`src/rtl/id_ex_stage.sv`:
```
// ID/EX pipeline register: captures decoded control and operands for EX,
// inserts bubbles on load-use hazards and flushes, and counts those events.
module id_ex_stage #(
    parameter int DATA_W = 32,
    parameter int PC_W   = 9,
    parameter int CNT_W  = 16
) (
    input  logic              clk,
    input  logic              reset,
    input  logic              id_valid,
    input  logic              id_alusrc,
    input  logic              id_memtoreg,
    input  logic              id_regwrite,
    input  logic              id_memread,
    input  logic              id_memwrite,
    input  logic              id_branch,
    input  logic [1:0]        id_aluop,
    input  logic [PC_W-1:0]   id_pc,
    input  logic [DATA_W-1:0] id_rd1,
    input  logic [DATA_W-1:0] id_rd2,
    input  logic [DATA_W-1:0] id_imm,
    input  logic [4:0]        id_rs1,
    input  logic [4:0]        id_rs2,
    input  logic [4:0]        id_rd,
    input  logic [2:0]        id_funct3,
    input  logic [6:0]        id_funct7,
    input  logic              flush,
    input  logic              ex_hold,
    output logic              ex_valid,
    output logic              ex_alusrc,
    output logic              ex_memtoreg,
    output logic              ex_regwrite,
    output logic              ex_memread,
    output logic              ex_memwrite,
    output logic              ex_branch,
    output logic [1:0]        ex_aluop,
    output logic [PC_W-1:0]   ex_pc,
    output logic [DATA_W-1:0] ex_rd1,
    output logic [DATA_W-1:0] ex_rd2,
    output logic [DATA_W-1:0] ex_imm,
    output logic [4:0]        ex_rs1,
    output logic [4:0]        ex_rs2,
    output logic [4:0]        ex_rd,
    output logic [2:0]        ex_funct3,
    output logic [6:0]        ex_funct7,
    output logic              stall_if,
    output logic [CNT_W-1:0]  bubble_cnt,
    output logic [CNT_W-1:0]  flush_cnt
);

    // Control bundle order: alusrc, memtoreg, regwrite, memread, memwrite, branch, aluop[1:0]
    logic              valid_q, valid_d;
    logic [7:0]        ctrl_q, ctrl_d;
    logic [PC_W-1:0]   pc_q, pc_d;
    logic [DATA_W-1:0] rd1_q, rd1_d, rd2_q, rd2_d, imm_q, imm_d;
    logic [4:0]        rs1_q, rs1_d, rs2_q, rs2_d, rd_q, rd_d;
    logic [2:0]        funct3_q, funct3_d;
    logic [6:0]        funct7_q, funct7_d;
    logic [CNT_W-1:0]  bubble_cnt_q, bubble_cnt_d, flush_cnt_q, flush_cnt_d;

    logic use_rs2, hazard, load_data, take_ctrl;

    always_comb begin
        use_rs2 = !id_alusrc | id_memwrite | id_branch;
        hazard  = valid_q & ctrl_q[4] & (rd_q != 5'd0) & id_valid &
                  ((rd_q == id_rs1) | (use_rs2 & (rd_q == id_rs2)));
        stall_if = (hazard | ex_hold) & !flush;
        // Datapath moves on every edge except a pure hold; control only on a clean load.
        load_data = flush | !ex_hold;
        take_ctrl = !flush & !ex_hold & !hazard & id_valid;
    end

    always_comb begin
        valid_d      = valid_q;
        ctrl_d       = ctrl_q;
        pc_d         = pc_q;
        rd1_d        = rd1_q;
        rd2_d        = rd2_q;
        imm_d        = imm_q;
        rs1_d        = rs1_q;
        rs2_d        = rs2_q;
        rd_d         = rd_q;
        funct3_d     = funct3_q;
        funct7_d     = funct7_q;
        bubble_cnt_d = bubble_cnt_q;
        flush_cnt_d  = flush_cnt_q;
        if (load_data) begin
            valid_d  = take_ctrl;
            ctrl_d   = take_ctrl ? {id_alusrc, id_memtoreg, id_regwrite, id_memread,
                                    id_memwrite, id_branch, id_aluop} : 8'd0;
            pc_d     = id_pc;
            rd1_d    = id_rd1;
            rd2_d    = id_rd2;
            imm_d    = id_imm;
            rs1_d    = id_rs1;
            rs2_d    = id_rs2;
            rd_d     = id_rd;
            funct3_d = id_funct3;
            funct7_d = id_funct7;
        end
        if (flush && !(&flush_cnt_q))
            flush_cnt_d = flush_cnt_q + 1'b1;
        if (!flush && !ex_hold && hazard && !(&bubble_cnt_q))
            bubble_cnt_d = bubble_cnt_q + 1'b1;
    end

    always_ff @(posedge clk or negedge reset) begin
        if (!reset) begin
            valid_q      <= 1'b0;
            ctrl_q       <= '0;
            pc_q         <= '0;
            rd1_q        <= '0;
            rd2_q        <= '0;
            imm_q        <= '0;
            rs1_q        <= '0;
            rs2_q        <= '0;
            rd_q         <= '0;
            funct3_q     <= '0;
            funct7_q     <= '0;
            bubble_cnt_q <= '0;
            flush_cnt_q  <= '0;
        end else begin
            valid_q      <= valid_d;
            ctrl_q       <= ctrl_d;
            pc_q         <= pc_d;
            rd1_q        <= rd1_d;
            rd2_q        <= rd2_d;
            imm_q        <= imm_d;
            rs1_q        <= rs1_d;
            rs2_q        <= rs2_d;
            rd_q         <= rd_d;
            funct3_q     <= funct3_d;
            funct7_q     <= funct7_d;
            bubble_cnt_q <= bubble_cnt_d;
            flush_cnt_q  <= flush_cnt_d;
        end
    end

    assign ex_valid    = valid_q;
    assign ex_alusrc   = ctrl_q[7];
    assign ex_memtoreg = ctrl_q[6];
    assign ex_regwrite = ctrl_q[5];
    assign ex_memread  = ctrl_q[4];
    assign ex_memwrite = ctrl_q[3];
    assign ex_branch   = ctrl_q[2];
    assign ex_aluop    = ctrl_q[1:0];
    assign ex_pc       = pc_q;
    assign ex_rd1      = rd1_q;
    assign ex_rd2      = rd2_q;
    assign ex_imm      = imm_q;
    assign ex_rs1      = rs1_q;
    assign ex_rs2      = rs2_q;
    assign ex_rd       = rd_q;
    assign ex_funct3   = funct3_q;
    assign ex_funct7   = funct7_q;
    assign bubble_cnt  = bubble_cnt_q;
    assign flush_cnt   = flush_cnt_q;

endmodule

```
`config.mk`:
```
export PLATFORM = sky130hd
export DESIGN_NAME = id_ex_stage
export DESIGN_NICKNAME = d
export VERILOG_FILES = /design/src/rtl/id_ex_stage.sv
export SDC_FILE = /design/constraint.sdc
export NUM_CORES = 1
export LEC_CHECK = 0
export ABC_AREA = 1
export BUFFER_PORTS_ARGS = -buffer_cell sky130_fd_sc_hd__buf_2
export CAP_MARGIN = 20
export CELL_PAD_IN_SITES_DETAIL_PLACEMENT = 0
export CELL_PAD_IN_SITES_GLOBAL_PLACEMENT = 1
export CORE_ASPECT_RATIO = 0.9
export CORE_MARGIN = 8
export CORE_UTILIZATION = 36
export CTS_CLUSTER_SIZE = 8
export DETAILED_ROUTE_END_ITERATION = 12
export HOLD_SLACK_MARGIN = 0.02
export PLACE_DENSITY = 0.86
export SYNTH_ARGS = -nofsm -noshare
export SYNTH_HDL_FRONTEND = slang
export SYNTH_SLANG_ARGS = --single-unit
export TNS_END_PERCENT = 100
```
`constraint.sdc`:
```
create_clock -name clk -period 2.1 [get_ports clk]
set_clock_uncertainty 0.15 [all_clocks]
set_input_delay 0.42 -clock clk [delete_from_list [all_inputs] [get_ports clk]]
set_output_delay 0.42 -clock clk [all_outputs]
set_load 0.01 [all_outputs]
```
# Yosys cells after proc, flatten, opt, wreduce, memory -nomap -nowiden
# Index checks and enable logic that the tools add are counted.
# W data, S select, Z words.
[word_totals]
reg_bits = 171
latch_bits = 0
mem_bits_rw = 0
mem_bits_ro = 0
in_bits = 143
out_inout_bits = 172
wordCells = 45
memories = 0
[op_classes]
n_addsub = 2
n_mul = 0
n_div = 0
magnitude_cmp = 0
eq_ne = 2
shift = 0
muxes = 1
bitwise = 14
n_reduce_logical = 13
[ops]
columns = ["op", "count"]
rows = [
  ["$add A16 B1 Y16 const B", 2],
  ["$reduce_and A16 Y1", 2],
  ["$eq A5 B5 Y1", 2],
  ["$and A1 B1 Y1", 9],
  ["$mux W8", 1],
  ["$logic_not A1 Y1", 6],
  ["$or A1 B1 Y1", 5],
  ["$reduce_bool A5 Y1", 1],
  ["$logic_and A1 B1 Y1", 4],
]

# Depth between registers and ports, before layout
[logic_depth]
depth_word = 10
depth_mapped = 11
ltp_nobuf = 10

# Least setup slack after synthesis
# No wires, ideal clock.
[synth_path]
kind = "register to register"
startpoint = "register flush_cnt_q[0] (netlist: flush_cnt[0])"
endpoint = "register flush_cnt_q[2] (netlist: flush_cnt[2])"
setup_time_ps = 117
arrival_time_ps = 1566
required_ps = 1833
slack_ps = 267
path_stages_with_launch = 10
path_buffers = 1
synth_period_minus_slack_ps = 1833
path_cell_list = "dfrtp_1 > ha_1 > nand3_2 > nor2_4 > nand4_2 > nand2_1 > o21ai_2 > buf_6 > nand3_1 > nand2_1"
[synth_via]
elab_chain_len = 3
elab_cells_between_ends = 4
cone_classes = "1 x add/sub; 3 x reduce/logical"
[synth_rtl]
columns = ["element", "line_no", "source"]
rows = [
  ["from (decl)", "59", "logic [CNT_W-1:0] bubble_cnt_q, bubble_cnt_d, flush_cnt_q, flush_cnt_d;"],
  ["from (signal assigned)", "135", "flush_cnt_q <= flush_cnt_d;"],
  ["parallel branches: the longest is 3 deep, another holds $add A16 B1 Y16", "--", ""],
]
# Parallel ways; which one is timed is not known.
# A chain may end at the register's enable or synchronous reset.

# Worst setup path in the final report
[layout_path]
startpoint = "register rd_q[1] (netlist: ex_rd[1])"
endpoint = "output stall_if"
[layout_via]
elab_chain_len = 6
elab_cells_between_ends = 10
cone_classes = "2 x eq/ne; 7 x bitwise; 1 x reduce/logical"
[layout_rtl]
columns = ["element", "line_no", "source"]
rows = [
  ["from (decl)", "56", "logic [4:0] rs1_q, rs1_d, rs2_q, rs2_d, rd_q, rd_d;"],
  ["from (signal assigned)", "131", "rd_q <= rd_d;"],
  ["$eq A5 B5 Y1 / $reduce_bool A5 Y1 (equally long branches)", "66, 65", ""],
  ["$and A1 B1 Y1, on equally long branches", "66, 65", ""],
  ["$or A1 B1 Y1 / $and A1 B1 Y1 (equally long branches)", "66, 65", ""],
  ["$and A1 B1 Y1 *", "65", "hazard = valid_q & ctrl_q[4] & (rd_q != 5'd0) & id_valid &"],
  ["$or A1 B1 Y1 *", "67", "stall_if = (hazard | ex_hold) & !flush;"],
  ["$and A1 B1 Y1 *", "67", ""],
  ["to (decl)", "46", "output logic stall_if,"],
]
# Every way passes the cells marked *; elsewhere a longest branch is shown, timed or not.

==> results.ini <==
[status]
run_status = complete, but fails checks
violations = negative setup slack

[timing]
fin_crit_sh_pct = 107
tightest_slew_ns = 0.577
setup_ws_ns = -0.148
rsz0062_at_grt = true
setup_viol_count_final = 1
final.setup.tns_ns = -0.148
fin_crit_ns = 2.25
max_freq_mhz = 445
final_max_slew_viol_count = 0
holdWs_ns = 0.0432
hold_viol = 0
slew_headroom_pct = 61.5

[critical_path]
critPathTopFamily = simple AND/OR/NAND/NOR gates
startpoint_type = register
critPathKind = register to output port
cp_max_fo = 4
required_ns = 1.53
path_cells = inv_2 > nand2_1 > nand2_1 > nor2_2 > nand3_1 > nand2_2 > nand2_2 > o21ai_2 > buf_2
max_stage_delay_ns = 0.40
crit_arrival_ns = 1.68
cpMaxStageDelayCell = dfrtp_1
critPathCaptureType = output port
path_buf_inv = 2

[global_route]
grt_pass1_wl_um = 33900
grt_pass1_vias = 6083
grt_max_degree = 55
track_usage_pct = 17.1
antenna_found_initial = 2
grt_overflow = 0

[final_layout]
final_util_pct = 50.3
register_area_mm2 = 0.00428
syn2layout_area_growth_pct = 36.9
fin_nets = 1122
fillers = 1864
drive_above_1_share_pct = 50.0
multi_input_area_mm2 = 0.00280

[clock_network]
insertion_delay_ns = 0.43
clk_pin_slew_worst_paths_ns = 0.08
htree_levels = 4
clock-sinks = 171
cts_tree = built
clock_path_buffers = 2
root_buffer = clkbuf_16
cts_buffers = 17

[drt]
dr.pass1.iters = 4
viasPerCell = 4.63
wire_per_inst_um = 17.3
dr.first_iter.drc_count = 252
ant_nets = 0
routed_wl_um = 21500
drc = 0
vias = 5773

[floorplan]
die_h_um = 151
core_mm2 = 0.0199
std_cell_rows = 49
dieArea_mm2 = 0.0251
initial_core_util_pct = 36.7
pin_count = 315
die_x_um = 166

[yosys]
syn-num-nets = 786
synth.avg_cell_area_um2 = 11.4
synth_area_mm2 = 0.00731
synth_common_cells = dfrtp_1, nand2_1, mux2_2
synth_cells = 641
synth_flop_cell = dfrtp_1
async_flop_share_pct = 100
ys_seq_area_share_pct = 58.5
synth_edf_count = 0
yosysTopAreaCellShare_pct = 58.5
synth_seq_cells = 171
yosysWarningCount = 0
synth_top_area_cell = dfrtp_1
yosysMostFrequentCell = dfrtp_1
synth_cell_type_count = 29
synthTopCellsByArea = dfrtp_1, mux2_2, nand2_1

[job]
maxCapViolations = 0

[placed_design]
dp_hpwl_um = 16700
place_ws_ns = 0.134
routabilityCongestion = 0.767
place.port_buffers = 314

[power]
leakage_nw = 5.07
ir_worst_vdd_mv = 0.592
power.density_mw_per_mm2 = 844

[worst_hold_path]
holdCritPathClass = primary input to register

[where the power goes]
part,switching (mW),internal [mW]
Combinational,0.771,0.643
Sequential,0.211,3.59
Clock,1.51,1.72
[worst paths after layout]
| check | startpoint | end | slack, ns | depth (start not counted) |
|---|---|---|---|---|
| max in group asynchronous | reset | ex_funct7[0]$_DFFE_PN0P_ | 0.80 | 3 |
| min | id_rd2[27] | ex_rd2[27]$_DFFE_PN0P_ | 0.04 | 2 |
| max | ex_rd[1]$_DFFE_PN0P_ | stall_if | -0.15 | 9 |
| min reg2reg | ex_rd2[21]$_DFFE_PN0P_ | ex_rd2[21]$_DFFE_PN0P_ | 0.33 | 1 |
| min in group asynchronous | reset | flush_cnt[8]$_DFFE_PN0P_ | 0.39 | 2 |
| max reg2reg | flush_cnt[1]$_DFFE_PN0P_ | flush_cnt[10]$_DFFE_PN0P_ | 0.17 | 8 |
[what timing repair did]
| item | in CTS | in global routing |
|---|---|---|
| endpoints found under the setup margin | 1 | 11 |
| gates resized for setup | 6 | 2 |
| pin swaps | 3 | 3 |
| hold buffers | 1 | 0 |
| buffers inserted | 1 | 0 |
| hold endpoints to repair | 44 | 0 |
[worst register-to-register path, stage by stage (launching register included)]
cell and delay, ns:
dfrtp_1 0.42, ha_1 0.26, nand3_2 0.15, nor2_4 0.16
nand4_2 0.15, nand2_1 0.16, o21ai_4 0.17, nand2_1 0.13
o21ai_2 0.06
[cell families after synthesis]
kind of cell	Yosys count	share of synthesized area (%)
multiplexers	116	17.9
XOR/XNOR	25	2.99
AO/OA/AOI/OAI	27	2.16
adder cells (fa/ha/maj)	2	0.342
AND/OR/NAND/NOR	240	14.4
flip-flops	171	58.5
buffers and inverters	60	3.76
[final cells by class]
class	instances	area share [%]
clock inverter	14	1.77
inverter	39	1.46
antenna	2	0.0500
tap	255	3.19
sequential	171	42.7
multi-input combinational	410	27.9
timing repair buffer	338	18.6
clock buffer	18	4.29
[sequential cells by signal, summed over array words and instances, names as in the netlist]
register    cells
ex_rs2          5
ex_rd           5
ex_rd2         32
ex_imm         32
ex_rd1         32
bubble_cnt     16
ex_rs1          5
ex_valid        1
ctrl_q          8
ex_pc           9
ex_funct7       7
ex_funct3       3
flush_cnt      16
[per-layer routing]
metal | track usage [%] | share of wire (%)
met1 | 19.6 | 40
met2 | 29.1 | 50
met3 | 7.66 | 9.2
met4 | 3.78 | 0.88
met5 | 0 | 0
[layout by cell type (no fill, tap or decap), types with 3 or more instances in the layout]
| master | n |
|---|---|
| nor2_1 | 32 |
| clkinv_8 | 3 |
| buf_4 | 15 |
| inv_8 | 5 |
| xnor2_1 | 11 |
| nand3_1 | 33 |
| buf_2 | 313 |
| nand4_1 | 8 |
| mux2_1 | 20 |
| inv_2 | 6 |
| inv_1 | 33 |
| clkbuf_16 | 17 |
| nor2_2 | 4 |
| buf_12 | 8 |
| o21ai_2 | 5 |
| nand3_2 | 3 |
| dfrtp_1 | 170 |
| a21oi_1 | 9 |
| xor2_1 | 14 |
| nor3_1 | 5 |
| nand2_1 | 142 |
| o21ai_0 | 10 |
| nor3_2 | 4 |
| mux2_2 | 96 |
[metrics by stage]
| step | power [mW] | area [um^2] | instances |
|---|---|---|---|
| global placement | 5.27 | 9360 | 1211 |
| CTS | 8.58 | 10000 | 1245 |
| global route | 8.87 | 10000 | 1246 |
| finish | 8.45 | 10000 | 1247 |
| detailed placement | 5.30 | 9360 | 1211 |
| floorplan | 4.54 | 7310 | 641 |
Power figures use the tool's default switching activity.
